**src/rtl/booth_mul_seq.sv**
```systemverilog
// booth_mul_seq: sequential radix-4 Booth 8x8 multiplier, one shared encoder, valid/ready in and out
// Ports: clk, rst_n (async, active low); in_valid/in_ready/in_a/in_b operand handshake;
//        abort cancels the operation in flight; out_valid/out_ready/out_prod result handshake;
//        busy is high whenever the block is not idle.
module booth_enc (
  input  logic [8:0] src_data,
  input  logic [2:0] code,
  output logic [9:0] out_data,
  output logic       out_inv
);
  logic [9:0] mag, v;
  always_comb begin
    mag = (code == 3'b011 || code == 3'b100) ? {src_data, 1'b0} :
          (code == 3'b000 || code == 3'b111) ? 10'd0 : {src_data[8], src_data};
    out_inv = code[2] & ~(code[1] & code[0]);
    v = out_inv ? ~mag : mag;
    // Inverted sign bit lets the accumulator sign-extend with a single fixed rule.
    out_data = {~v[9], v[8:0]};
  end
endmodule

module booth_mul_seq #(
  parameter bit SIGNED_EN = 1'b1
) (
  input  logic        clk,
  input  logic        rst_n,
  input  logic        in_valid,
  output logic        in_ready,
  input  logic [7:0]  in_a,
  input  logic [7:0]  in_b,
  input  logic        abort,
  output logic        out_valid,
  input  logic        out_ready,
  output logic [15:0] out_prod,
  output logic        busy
);
  typedef enum logic [1:0] {IDLE, CALC, DONE} state_t;
  localparam logic [2:0] LAST = SIGNED_EN ? 3'd3 : 3'd4;
  state_t      state_q, state_d;
  logic [8:0]  src_q, src_d;
  logic [10:0] mplr_q, mplr_d;
  logic [17:0] acc_q, acc_d, pp, acc_sum;
  logic [2:0]  step_q, step_d, code;
  logic [9:0]  enc_data;
  logic        enc_inv;
  logic        in_ready_q, in_ready_d, out_valid_q, out_valid_d, busy_q, busy_d;
  logic [15:0] out_prod_q, out_prod_d;
  // mplr carries one extra copy of the extension bit so the fifth unsigned digit stays in range.
  assign code = mplr_q[{step_q, 1'b0} +: 3];
  booth_enc u_enc (.src_data(src_q), .code(code), .out_data(enc_data), .out_inv(enc_inv));
  always_comb begin
    pp = {{8{~enc_data[9]}}, ~enc_data[9], enc_data[8:0]} + {17'd0, enc_inv};
    acc_sum = acc_q + (pp << {step_q, 1'b0});
    state_d = state_q;
    src_d = src_q;
    mplr_d = mplr_q;
    acc_d = acc_q;
    step_d = step_q;
    out_valid_d = out_valid_q;
    out_prod_d = out_prod_q;
    if (state_q == IDLE) begin
      if (in_valid) begin
        state_d = CALC;
        src_d = {SIGNED_EN & in_a[7], in_a};
        mplr_d = {{2{SIGNED_EN & in_b[7]}}, in_b, 1'b0};
        acc_d = 18'd0;
        step_d = 3'd0;
      end
    end else if (abort) begin
      state_d = IDLE;
      out_valid_d = 1'b0;
    end else if (state_q == CALC) begin
      acc_d = acc_sum;
      step_d = step_q + 3'd1;
      if (step_q == LAST) begin
        state_d = DONE;
        out_valid_d = 1'b1;
        out_prod_d = acc_sum[15:0];
      end
    end else if (out_ready) begin
      state_d = IDLE;
      out_valid_d = 1'b0;
    end
    in_ready_d = state_d == IDLE;
    busy_d = state_d != IDLE;
  end
  always_ff @(posedge clk or negedge rst_n) begin
    if (!rst_n) begin
      state_q <= IDLE;
      src_q <= 9'd0;
      mplr_q <= 11'd0;
      acc_q <= 18'd0;
      step_q <= 3'd0;
      in_ready_q <= 1'b1;
      out_valid_q <= 1'b0;
      out_prod_q <= 16'd0;
      busy_q <= 1'b0;
    end else begin
      state_q <= state_d;
      src_q <= src_d;
      mplr_q <= mplr_d;
      acc_q <= acc_d;
      step_q <= step_d;
      in_ready_q <= in_ready_d;
      out_valid_q <= out_valid_d;
      out_prod_q <= out_prod_d;
      busy_q <= busy_d;
    end
  end
  assign in_ready = in_ready_q;
  assign out_valid = out_valid_q;
  assign out_prod = out_prod_q;
  assign busy = busy_q;
endmodule

```
**config.mk**
```make
export PLATFORM = sky130hd
export DESIGN_NAME = booth_mul_seq
export DESIGN_NICKNAME = d
export VERILOG_FILES = /design/src/rtl/booth_mul_seq.sv
export SDC_FILE = /design/constraint.sdc
export NUM_CORES = 1
export LEC_CHECK = 0
export BUFFER_PORTS_ARGS = -buffer_cell sky130_fd_sc_hd__buf_2
export CAP_MARGIN = 15
export CORE_ASPECT_RATIO = 0.6
export CORE_UTILIZATION = 55
export CTS_CLUSTER_SIZE = 30
export DETAILED_ROUTE_END_ITERATION = 12
export PLACE_DENSITY = 0.75
export SYNTH_ARGS = -nofsm -noshare
export SYNTH_HDL_FRONTEND = slang
export SYNTH_HIERARCHICAL = 1
export SYNTH_SLANG_ARGS = --single-unit
```
**constraint.sdc**
```tcl
create_clock -name clk -period 6.2 [get_ports clk]
set_input_delay 1.24 -clock clk [delete_from_list [all_inputs] [get_ports clk]]
set_output_delay 1.24 -clock clk [all_outputs]
set_load 0.05 [all_outputs]
```
After elaboration in Yosys (flattened, before gate mapping)
Cells that the tools add are included.
{ "totals": {"ff_bits": 58, "latchBits": 0, "ramBits": 0, "rom_bits": 0, "wordCells": 61, "memories": 0} }
{ "op_classes": {"add_sub_neg": 3, "multipliers": 0, "div": 0, "n_lt_le_gt_ge": 0, "eq_ne": 8, "n_shift": 2, "mux": 21, "n_bitwise": 6, "n_reduce_logical": 12} }
{ "ops": {"columns": ["operator", "n"], "rows": [
  ["$mux W18", 4],
  ["$mux W10", 3],
  ["$add A18 B18 Y18", 1],
  ["$shl A18 B4 Y18", 1],
  ["$mux W2", 6],
  ["$mux W3", 4],
  ["$add A10 B2 Y11", 1],
  ["$shiftx A11 B5 Y3", 1],
  ["$not A10 Y10", 1],
  ["$eq A3 B2 Y1 const B", 2],
  ["$eq A3 B3 Y1 const B", 2],
  ["$reduce_and A3 Y1", 2],
  ["$logic_not A2 Y1", 2],
  ["$mux W1", 4],
  ["$reduce_and A4 Y1", 1],
  ["$reduce_bool A2 Y1", 2],
  ["$add A3 B1 Y3 const B", 1],
  ["$logic_not A3 Y1", 1],
  ["$ne A3 B2 Y1 const B", 1],
  ["$not A1 Y1", 3],
  ["$reduce_bool A3 Y1", 1],
  ["$and A1 B1 Y1", 2],
  ["$eq A2 B1 Y1 const B", 1],
  ["$logic_or A1 B1 Y1", 2],
  ["other kinds (3)", 3]
]} }

Logic depth before layout (Yosys ltp)
{ "depth": {"ltp_word": 13, "depth_mapped": 27, "ltp_nobuf": 22} }

Hierarchy
The synthesis kept the hierarchy.
{ "modules_own_cells": {"columns": ["module", "instances", "cells_each", "area_per_inst_um2"], "rows": [
  ["booth_mul_seq", 1, 389, 3697.3],
  ["booth_enc", 1, 41, 314.1]
]} }

Least setup slack after synthesis
OpenSTA, ideal clock, no wires.
{ "synth_path": {"path_type": "flip-flop to flip-flop", "from": "register step_q[0]", "to": "register out_prod_q[13] (netlist: out_prod[13])", "setup_time_ns": 0.125, "arrival_time_ns": 4.940, "required_ns": 6.075, "slack_ns": 1.135, "path_stages_with_launch": 27, "path_buffers": 5, "period_less_slack_ns": 5.065, "path_cell_list": "dfrtp_1 -> buf_4 -> buf_6 -> clkbuf_1 -> clkbuf_1 -> nand2_1 -> o21ai_0 -> o32ai_1 -> buf_2 -> a21o_1 -> a221oi_1 -> ha_1 -> nand4_1 -> nor2_1 -> and3_1 -> a21boi_0 -> a311oi_1 -> mux2i_1 -> o22ai_1 -> ha_1 -> nand2_1 -> a211oi_1 -> a21boi_1 -> nor2_1 -> o21ai_1 -> xor2_1 -> mux2_2"} }
{ "synth_between": {"elab_chain_cells": 10, "word_cells_on_any_way": 19, "cone_classes": "add/sub (2); eq/ne (4); shift (2); mux (3); bitwise (4); reduce/logical (4)"} }
{ "synth_rtl": {"columns": ["element", "line_no", "text"], "rows": [
  ["start: declaration", "43", "logic [2:0] step_q, step_d, code;"],
  ["start signal: assignment", "103", "step_q <= step_d;"],
  ["$shiftx A11 B5 Y3 (*)", "49", "assign code = mplr_q[{step_q, 1'b0} +: 3];"],
  ["net code[2]", "43", null],
  ["$eq A3 B3 Y1 / $logic_not A3 Y1 (equally long branches)", "14", "(code == 3'b000 || code == 3'b111) ? 10'd0 : {src_data[8], src_data};"],
  ["$logic_or A1 B1 Y1", "14", null],
  ["$mux W10", "14", null],
  ["$mux W10", "13", "mag = (code == 3'b011 || code == 3'b100) ? {src_data, 1'b0} :"],
  ["$not A10 Y10", "16", "v = out_inv ? ~mag : mag;"],
  ["$mux W10 (*)", "16", null],
  ["net enc_data[0]", "44", "logic [9:0] enc_data;"],
  ["$add A10 B2 Y11 (*)", "52", "pp = {{8{~enc_data[9]}}, ~enc_data[9], enc_data[8:0]} + {17'd0, enc_inv};"],
  ["$shl A18 B4 Y18 (*)", "53", "acc_sum = acc_q + (pp << {step_q, 1'b0});"],
  ["$add A18 B18 Y18 (*)", "53", null],
  ["end signal: assignment", "106", "out_prod_q <= out_prod_d;"],
  ["end: declaration", "47", "logic [15:0] out_prod_q, out_prod_d;"]
]} }
The timed path passes the listed nets; every way through them passes the cells marked *.
A chain may end at the register's enable or synchronous reset.

Worst setup path after layout
{ "layout_path": {"from": "register step_q[2]", "to": "register out_prod_q[13] (netlist: out_prod[13])"} }
Same word-level chain as after synthesis.

==> metrics.txt <==
# TYPE chip_impl_metric gauge
chip_impl_info{name="status",value="finished with violations"} 1
chip_impl_info{name="failed_checks",value="DRC"} 1
chip_impl_metric{name="finalSetupViolations",unit=""} 0
chip_impl_metric{name="count_of_flip_flops_with_a_built_in_enable_after_synthesis",unit=""} 0
chip_impl_metric{name="synth_nets",unit=""} 471
chip_impl_metric{name="maxSlewHeadroom",unit="%"} 25.18
chip_impl_metric{name="postSynthAreaPerCell",unit="sq um"} 9.329
chip_impl_metric{name="transition_at_the_pin_with_the_smallest_max_transition_slack",unit="ns"} 1.118
chip_impl_metric{name="yosysSeqAreaShare",unit="%"} 34.97
chip_impl_metric{name="globalRouteOverflowTotal",unit=""} 0
chip_impl_info{name="timing.setup.critical_path_class",value="reg2reg"} 1
chip_impl_info{name="synth_flop_cell",value="sky130_fd_sc_hd__dfrtp_1"} 1
chip_impl_metric{name="layout_setup_ws",unit="ns"} 0.5281
chip_impl_metric{name="synth_to_layout_area_growth",unit="%"} 10.67
chip_impl_metric{name="ys_seq_elements",unit=""} 56
chip_impl_metric{name="port-buffer-count",unit=""} 39
chip_impl_info{name="synthTopCellsByArea",value="sky130_fd_sc_hd__dfrtp_1, sky130_fd_sc_hd__mux2_2, sky130_fd_sc_hd__ha_1"} 1
chip_impl_metric{name="die_height",unit="microns"} 68.15
chip_impl_metric{name="max_clock_freq",unit="GHz"} 0.1763
chip_impl_info{name="clock-root-buffer",value="sky130_fd_sc_hd__clkbuf_16"} 1
chip_impl_metric{name="grt_start_max_net_pins",unit=""} 57
chip_impl_metric{name="timing.max_cap.violations",unit=""} 0
chip_impl_info{name="setup.worst_path.end_class",value="flip-flop"} 1
chip_impl_metric{name="h-tree-depth",unit=""} 2
chip_impl_info{name="rsz0062_at_grt",value="no"} 1
chip_impl_info{name="synth_top_family_by_area",value="compound AO/OA/AOI/OAI gates"} 1
chip_impl_info{name="timing.rr.start",value="step_q[2]"} 1
chip_impl_metric{name="synth_simple_gate_area_share",unit="%"} 14.50
chip_impl_metric{name="final-hold-violation-count",unit=""} 0
chip_impl_info{name="hold_path_startpoint",value="out_prod[11]"} 1
chip_impl_metric{name="post-route-min-period",unit="ns"} 5.672
chip_impl_metric{name="core_area",unit="sq um"} 6849
chip_impl_metric{name="cts_made_buffers",unit=""} 5
chip_impl_metric{name="crit_arrival",unit="ns"} 5.85
chip_impl_metric{name="viasPerCell",unit=""} 6.223
chip_impl_metric{name="grt_first_pass_wirelength",unit="mm"} 15.19
chip_impl_metric{name="synth.cell_area",unit="sq um"} 4011
chip_impl_metric{name="layout.filler_cells",unit=""} 566
chip_impl_metric{name="postCtsSetupRepairBufs",unit=""} 0
chip_impl_info{name="worst_setup_path_start_kind",value="flip-flop"} 1
chip_impl_metric{name="first_pass_iters",unit=""} 8
chip_impl_metric{name="drcViolationCount",unit=""} 2
chip_impl_info{name="tritoncts",value="yes"} 1
chip_impl_metric{name="critPathMaxFanout",unit=""} 18
chip_impl_metric{name="instances_no_fill",unit=""} 548
chip_impl_metric{name="boundaryPins",unit=""} 40
chip_impl_metric{name="placement_rows",unit=""} 23
chip_impl_metric{name="clock_insertion_delay_worst_skew",unit="ns"} 0.30
chip_impl_metric{name="hpwlAfterDp",unit="mm"} 7.155
chip_impl_metric{name="place.detailed.instances",unit=""} 540
chip_impl_metric{name="finalClockSkew",unit="ns"} 0.008215
chip_impl_metric{name="post_drt_wl_per_cell",unit="microns"} 17.45
chip_impl_metric{name="ys_warn_count",unit=""} 6
chip_impl_metric{name="maxSlewViolCount",unit=""} 0
chip_impl_info{name="crit_start",value="step_q[2]"} 1
chip_impl_metric{name="fp.dieArea",unit="sq um"} 7650
chip_impl_metric{name="gp_congestion",unit=""} 0.9265
chip_impl_metric{name="cts.clk_slew.worst_paths",unit="ns"} 0.08
chip_impl_metric{name="synth.top_cell.area_share",unit="%"} 34.31
chip_impl_metric{name="synthesized_area_fraction_occupied_by_ao_oa_aoi_and_oai_cells",unit="%"} 22.86
chip_impl_metric{name="timing.critical_path.required",unit="ns"} 6.38
chip_impl_metric{name="finalCritPeriodShare",unit="%"} 91.48
chip_impl_metric{name="cts-hold-fix-buffers",unit=""} 0
chip_impl_metric{name="routed-via-count",unit=""} 3410
chip_impl_metric{name="grt.total_usage",unit="%"} 25.85
chip_impl_metric{name="synth_cell_types",unit=""} 66
chip_impl_info{name="netlist.top_cell.by_area",value="sky130_fd_sc_hd__dfrtp_1"} 1
chip_impl_metric{name="first_iter_violations",unit=""} 316
chip_impl_metric{name="die_w",unit="microns"} 112.3
chip_impl_metric{name="grt_pass1_vias",unit=""} 2833
chip_impl_metric{name="synth-adder-area-share",unit="%"} 6.425
chip_impl_metric{name="ant_nets",unit=""} 0
chip_impl_metric{name="initial_core_utilization",unit="%"} 58.57
chip_impl_metric{name="maximum_clock_insertion_buffer_count",unit=""} 2
chip_impl_metric{name="cts_sinks",unit=""} 56
chip_impl_metric{name="synth_xor_xnor_area_share",unit="%"} 5.677
chip_impl_metric{name="num_antenna_cells",unit=""} 0
chip_impl_metric{name="fraction_of_final_layout_cells_sized_beyond_drive_strength_1",unit="%"} 22.34
chip_impl_metric{name="ys_async_sr_fraction",unit="%"} 100.0
chip_impl_metric{name="finish.net_count",unit=""} 501
chip_impl_metric{name="drt_wl_total",unit="mm"} 9.565
chip_impl_metric{name="synthMuxAreaShare",unit="%"} 10.20
chip_impl_metric{name="dpl_worst_slack",unit="ns"} 0.4643
chip_impl_metric{name="setup-tns-final",unit="ns"} 0
chip_impl_metric{name="postSynthCellCount",unit=""} 430
chip_impl_metric{name="grt_antenna_before_repair",unit=""} 0
chip_impl_info{name="timing.hold.worst.class",value="reg2reg"} 1
## layout make-up
type / count / area (sq um) / share of cell area [%]
multi-input combinational: 328 / 2419 / 54.48
timing repair buffer: 52 / 292.8 / 6.595
tap: 87 / 108.9 / 2.452
clock buffer: 5 / 125.1 / 2.818
inverter: 17 / 63.81 / 1.437
clock inverter: 3 / 27.53 / 0.6201
sequential: 56 / 1403 / 31.60
## what timing repair did
action	CTS	global route
gates resized for setup	0	2
endpoints found under the hold margin	0	0
setup endpoints to repair	0	6
## cell families after synthesis
logic type | after synthesis
compound gates | 132
simple gates | 113
flops | 56
mux | 37
xor+xnor | 26
fa+ha+maj | 20
buf+inv | 46
## cells in the mapped netlist, drive strengths merged, types with 2 or more instances
cell type,number
inv,17
o221ai,8
o21bai,2
o211ai,4
ha,19
dfrtp,55
nand2,43
a2111oi,2
buf,15
o21a,3
a311oi,2
o21ai,25
a211oi,8
nand4,4
xor2,6
a21boi,4
o31ai,3
a22o,13
a221oi,4
nand2b,2
nand4b,8
and2,4
mux2i,6
and3,7
nand3,6
xnor2,20
a21o,8
o22ai,5
nor2b,2
clkbuf,14
or3,2
a31oi,2
or2,3
mux2,31
a21oi,30
nor2,23
nor3,5
## worst paths after layout
kind / end / cells past startpoint / slack, ns
worst min register to register: out_prod[11] / 2 / 0.47
worst max register to register: out_prod[13] / 23 / 0.53
worst min-delay path: out_prod[11] / 2 / 0.47
min in group asynchronous: out_prod[9] / 2 / 1.06
max in group asynchronous: acc_q[0] / 2 / 4.66
worst max-delay path: out_prod[13] / 23 / 0.53
## cells in the final DEF (no fill, tap or decap), types with 3 or more instances in the layout
| master | netlist | final |
|---|---|---|
| sky130_fd_sc_hd__dfrtp_1 | 55 | 55 |
| sky130_fd_sc_hd__nand2_1 | 43 | 43 |
| sky130_fd_sc_hd__buf_2 | 9 | 39 |
| sky130_fd_sc_hd__a21oi_1 | 30 | 30 |
| sky130_fd_sc_hd__mux2_2 | 29 | 29 |
| sky130_fd_sc_hd__nor2_1 | 23 | 23 |
| sky130_fd_sc_hd__xnor2_1 | 20 | 20 |
| sky130_fd_sc_hd__o21ai_0 | 19 | 19 |
| sky130_fd_sc_hd__ha_1 | 19 | 19 |
| sky130_fd_sc_hd__inv_1 | 16 | 16 |
| sky130_fd_sc_hd__a22o_1 | 13 | 13 |
| sky130_fd_sc_hd__buf_4 | 2 | 13 |
| sky130_fd_sc_hd__a211oi_1 | 8 | 8 |
| sky130_fd_sc_hd__a21o_1 | 8 | 8 |
| sky130_fd_sc_hd__nand4b_1 | 8 | 8 |
| sky130_fd_sc_hd__and3_1 | 7 | 7 |
| sky130_fd_sc_hd__nand3_1 | 6 | 6 |
| sky130_fd_sc_hd__mux2i_1 | 6 | 6 |
| sky130_fd_sc_hd__o21ai_1 | 6 | 6 |
| sky130_fd_sc_hd__xor2_1 | 6 | 6 |
| sky130_fd_sc_hd__o221ai_1 | 8 | 6 |
| sky130_fd_sc_hd__o22ai_1 | 5 | 5 |
| sky130_fd_sc_hd__clkbuf_16 | 0 | 5 |
| sky130_fd_sc_hd__nor3_1 | 4 | 4 |
| sky130_fd_sc_hd__and2_1 | 4 | 4 |
| sky130_fd_sc_hd__o211ai_1 | 4 | 4 |
| sky130_fd_sc_hd__nand4_1 | 3 | 3 |
| sky130_fd_sc_hd__a21boi_0 | 3 | 3 |
| sky130_fd_sc_hd__a221oi_1 | 3 | 3 |
| sky130_fd_sc_hd__o21a_1 | 3 | 3 |
## worst max-delay path, stage by stage, from the launching register on
cell                        delay [ns]
sky130_fd_sc_hd__dfrtp_1          0.74
sky130_fd_sc_hd__nand2_1          0.21
sky130_fd_sc_hd__nor2_1           0.15
sky130_fd_sc_hd__a21oi_1          0.05
sky130_fd_sc_hd__o2bb2ai_1        0.38
sky130_fd_sc_hd__buf_4            0.26
sky130_fd_sc_hd__o21ai_0          0.08
sky130_fd_sc_hd__a221oi_1         0.35
sky130_fd_sc_hd__ha_1             0.37
sky130_fd_sc_hd__nand4_1          0.19
sky130_fd_sc_hd__nor2_1           0.28
sky130_fd_sc_hd__and3_1           0.22
sky130_fd_sc_hd__a21boi_0         0.08
sky130_fd_sc_hd__a311oi_1         0.37
sky130_fd_sc_hd__mux2i_1          0.13
sky130_fd_sc_hd__o22ai_1          0.17
sky130_fd_sc_hd__ha_1             0.21
sky130_fd_sc_hd__nand2_1          0.10
sky130_fd_sc_hd__a211oi_1         0.19
sky130_fd_sc_hd__a21boi_1         0.32
sky130_fd_sc_hd__nor2_1           0.14
sky130_fd_sc_hd__o21ai_1          0.19
sky130_fd_sc_hd__xor2_1           0.11
sky130_fd_sc_hd__mux2_2           0.27
## metrics by stage
stage,util [%],hold WS (ns),instance area [sq um]
after floorplan,-,0.4563,4011
after global placement,62.40,0.4582,4274
after detailed placement,62.40,0.4655,4274
after CTS,64.63,0.4820,4427
after global routing,64.82,0.5062,4439
final,64.82,0.4735,4439
## flip-flops by register name, summed over array words and instances, names as in the netlist
name	flops
in_ready	1
out_valid	1
src_q	8
mplr_q	8
acc_q	16
out_prod	16
busy	1
step_q	3
state_q	2
## metal layers
metal | GRT usage [%] | routed length [microns] | vias to the layer above
met2 | 35.79 | 3754 | 139
li1 | - | - | 1649
met5 | 0 | 0 | -
met3 | 6.554 | 778 | 6
met1 | 40.09 | 4977 | 1616
met4 | 4.500 | 55 | 0
Power is left out: the tool's default activity adds up to more than one toggle a clock period on the data nets, which glitch-free logic cannot reach.
